==> src/rtl/room_pkg.sv <==
// Shared types and constants for the room thermal plant model.
package room_pkg;

  localparam int TEMP_W   = 5;
  localparam int TEMP_MAX = 31;
  localparam int CNT_W    = 16;

  typedef enum logic [1:0] {DRIFT, HEAT, COOL, HOLD} mode_t;

  function automatic mode_t decode_mode(input logic heating, input logic cooling);
    case ({heating, cooling})
      2'b10:   return HEAT;
      2'b01:   return COOL;
      2'b11:   return HOLD;
      default: return DRIFT;
    endcase
  endfunction

endpackage

==> src/rtl/room_thermal_model_step_timer.sv <==
// Period counter: strobes tick once every `period` enabled cycles, restart discards progress.
module step_timer
  import room_pkg::*;
(
  input  logic             clk,
  input  logic             rst_n,
  input  logic [CNT_W-1:0] period,
  input  logic             restart,
  input  logic             enable,
  output logic             tick
);

  logic [CNT_W-1:0] cnt;
  logic             at_end;

  assign at_end = (cnt == period - CNT_W'(1));
  assign tick   = enable & ~restart & at_end;

  always_ff @(posedge clk or negedge rst_n) begin
    if (!rst_n) begin
      cnt <= '0;
    end else if (restart || !enable || at_end) begin
      cnt <= '0;
    end else begin
      cnt <= cnt + CNT_W'(1);
    end
  end

endmodule

==> config.mk <==
export PLATFORM = sky130hd
export DESIGN_NAME = step_timer
export DESIGN_NICKNAME = d
export VERILOG_FILES = /design/src/rtl/room_pkg.sv /design/src/rtl/room_thermal_model_step_timer.sv
export SDC_FILE = /design/constraint.sdc
export NUM_CORES = 1
export LEC_CHECK = 0
export ABC_AREA = 1
export BUFFER_PORTS_ARGS = -buffer_cell sky130_fd_sc_hd__buf_2
export CORE_AREA = 2 2 59 61
export DETAILED_ROUTE_END_ITERATION = 6
export DIE_AREA = 0 0 61 63
export PLACE_DENSITY = 0.67
export SETUP_SLACK_MARGIN = 0.2
export SYNTH_ARGS = -nofsm -noshare
export SYNTH_HDL_FRONTEND = slang
export SYNTH_SLANG_ARGS = --single-unit
==> constraint.sdc <==
create_clock -name clk -period 1.8 [get_ports clk]
set_input_delay 0.36 -clock clk [delete_from_list [all_inputs] [get_ports clk]]
set_output_delay 0.36 -clock clk [all_outputs]
set_load 0.02 [all_outputs]
==> results.json <==
{
  "grt_max_degree": 17,
  "synth_edf_count": 0,
  "drt_iter0_drc": 52,
  "die_w_um": 61,
  "syn2layout_area_growth_pct": 43.3,
  "synth_most_common_cell": "nand2_1",
  "r2r-start": "cnt[0]",
  "arrival_ns": 1.67,
  "first_global_vias": 1412,
  "synth_common_cells": "57 x nand2_1, 30 x nor2_1, 27 x inv_1",
  "rows": 21,
  "synth_top_area_share_pct": 26.4,
  "fp.dieH_um": 63,
  "max_freq_mhz": 493,
  "gp_congestion": 0.851,
  "synth_top_area_cell": "dfrtp_1",
  "vias": 1595,
  "path_class": "in2out",
  "syn_inst": 222,
  "hp-class": "in2async",
  "antenna_cells": 0,
  "htree_levels": 1,
  "cts_root_buffer": "clkbuf_4",
  "ios": 21,
  "multi_input_area_mm2": 0.00112,
  "largest_reg_flops": 16,
  "worst_setup_path_start_kind": "primary input",
  "ys_ff_latch": 16,
  "synthArstFlopShare_pct": 100,
  "setup_slack_ns": -0.227,
  "avgViaCountPerCell": 4.82,
  "synth-seq-area-share_pct": 26.4,
  "wire_per_inst_um": 11.6,
  "start_util_pct": 46.8,
  "slew_headroom_pct": 55.6,
  "grt_pass1_wl_um": 6110,
  "path_clk_slew_ns": 0.10,
  "r2r_slack_ns": 0.06,
  "fin_cells": 331,
  "ctsLongestPathBuffers": 2,
  "synth.cell_area_mm2": 0.00151,
  "gr-total-overflow": 0,
  "ys_types": 25,
  "synth_area_per_cell_um2": 6.82,
  "drc": 0,
  "status": "finished with violations",
  "ant_nets": 0,
  "dp.cells": 309,
  "die_area_mm2": 0.00384,
  "peakVddDrop_mv": 0.419,
  "grt.total_usage_pct": 20.6,
  "violations": "negative setup slack",
  "worst_pin_slew_ns": 0.664,
  "critPathMaxFanout": 5,
  "port-buffer-count": 20,
  "largestRegisters": "cnt: 16 flops",
  "dr.pass1.iters": 4,
  "drt-total-wl_um": 3850,
  "finalCritPeriodShare_pct": 113,
  "power_leakage_nw": 1.04,
  "seqCellArea_um2": 400,
  "largest_register": "cnt",
  "slew_violations": 0,
  "fillCellCount": 280,
  "setup_viol": 1,
  "place_hpwl_um": 2660,
  "finClkSkew_ns": 0.00783,
  "final_hold_viol_count": 0,
  "ys_warn_count": 0,
  "drive_above_1_share_pct": 40.0,
  "critPathRequiredTime_ns": 1.44,
  "nets": 308,
  "rr_worst_depth": 9,
  "synth_area_leaders": "dfrtp_1 26%, nand2_1 14%, xor2_1 8.1%",
  "tritoncts": "done",
  "clk_latency_ns": 0.30,
  "clkSinkCount": 16,
  "coreArea_mm2": 0.00323,
  "crit_path_end_kind": "output pin",
  "syn-num-nets": 244,
  "ys.flop_type": "dfrtp_1",
  "final_util_pct": 67.1,
  "p_per_area_mw_per_mm2": 372,
  "rsz0062_at_grt": "true",
  "antenna_found_initial": 0,
  "r2r-end": "cnt[11]",
  "cts_made_buffers": 3,
  "fin_crit_ns": 2.03,
  "drv_cap": 0
}
[worst max path at each step]
stage,from,cells past startpoint,endpoint
floorplan,period[0],12,tick
global placement,period[0],14,tick
detailed placement,period[0],14,tick
CTS,period[0],14,tick
global route,period[1],13,tick
finish,period[0],14,tick
[layer usage]
metal | up-vias | share of wire (%) | track usage [%]
met5 | - | 0 | 0
met4 | 0 | 1.6 | 7.61
met3 | 6 | 3.5 | 1.24
met2 | 41 | 52 | 34.0
met1 | 736 | 42 | 27.6
li1 | 812 | - | -
[report_power, final]
group | internal [W] | total [W] | switching (W)
Clock | 0.000123 | 0.000242 | 0.000119
Sequential | 0.000361 | 0.000365 | 0.00000342
Combinational | 0.0000913 | 0.000201 | 0.000109
[kinds of logic after synthesis]
| logic type | count (synthesis) | share of synthesized area (%) |
|---|---|---|
| AND/OR/NAND/NOR | 145 | 47.5 |
| buffers and inverters | 32 | 9.34 |
| adder cells (fa/ha/maj) | 2 | 1.65 |
| AO/OA/AOI/OAI | 3 | 1.16 |
| flip-flops | 16 | 26.4 |
| XOR/XNOR | 24 | 13.9 |
[what timing repair did]
item / 4_1_cts / 5_1_grt
gates cloned: 0 / 1
hold buffers: 1 / 0
endpoints found under the hold margin: 16 / 0
pin swaps: 17 / 13
setup buffers: 12 / 4
endpoints found under the setup margin: 17 / 17
resized for setup: 16 / 12
[layout make-up]
type,instances,share of cell area [%]
clock buffers,4,1.67
repair buffers,63,20.5
multi-input cells,175,51.8
well taps,46,2.65
flip-flops and latches,16,18.5
inverters,27,4.84
[metrics by stage]
stage | setup TNS, ns | total power, W | area, um2 | setup slack (ns) | hold slack (ns)
3_5_place_dp | -2.83 | 0.000543 | 1870 | -0.362 | 0.290
6_report | -0.227 | 0.000808 | 2170 | -0.227 | 0.493
5_1_grt | -0.706 | 0.000850 | 2170 | -0.362 | 0.526
3_3_place_gp | -2.46 | 0.000542 | 1870 | -0.347 | 0.295
4_1_cts | -0.231 | 0.000798 | 2070 | -0.231 | 0.497
2_1_floorplan | -0.0429 | 0.000471 | 1560 | -0.0429 | 0.0644
[critical path, stage by stage]
cell	delay, ns
buf_6	0.10
clkinvlp_4	0.09
ha_4	0.18
nand3_4	0.08
nor2_4	0.14
nand3_1	0.08
nand2_1	0.07
nand2_1	0.05
inv_1	0.04
nand2_1	0.06
nor2_2	0.12
nand2_2	0.08
nor2_4	0.09
buf_6	0.12
[cell usage in the layout (no fill, tap or decap), types with 2 or more instances in the layout]
master    Yosys  final
nand2_2       2      2
nand3_1      18     13
nor2_4        3      5
nor2_1       30     23
ha_4          0      2
nor2_2       14     19
nand3_2       0      4
buf_2         1     18
nand3b_1      5      5
buf_6         0      4
clkbuf_4      0      3
nand2_4       3      4
xnor2_2       0      3
nand4_1       7      7
xor2_1       14     13
buf_4         0     40
inv_1        27     25
nand2_1      57     56
xnor2_1      10      7
dfrtp_1      16     16
Note: power is estimated with default switching activity, not from simulation.
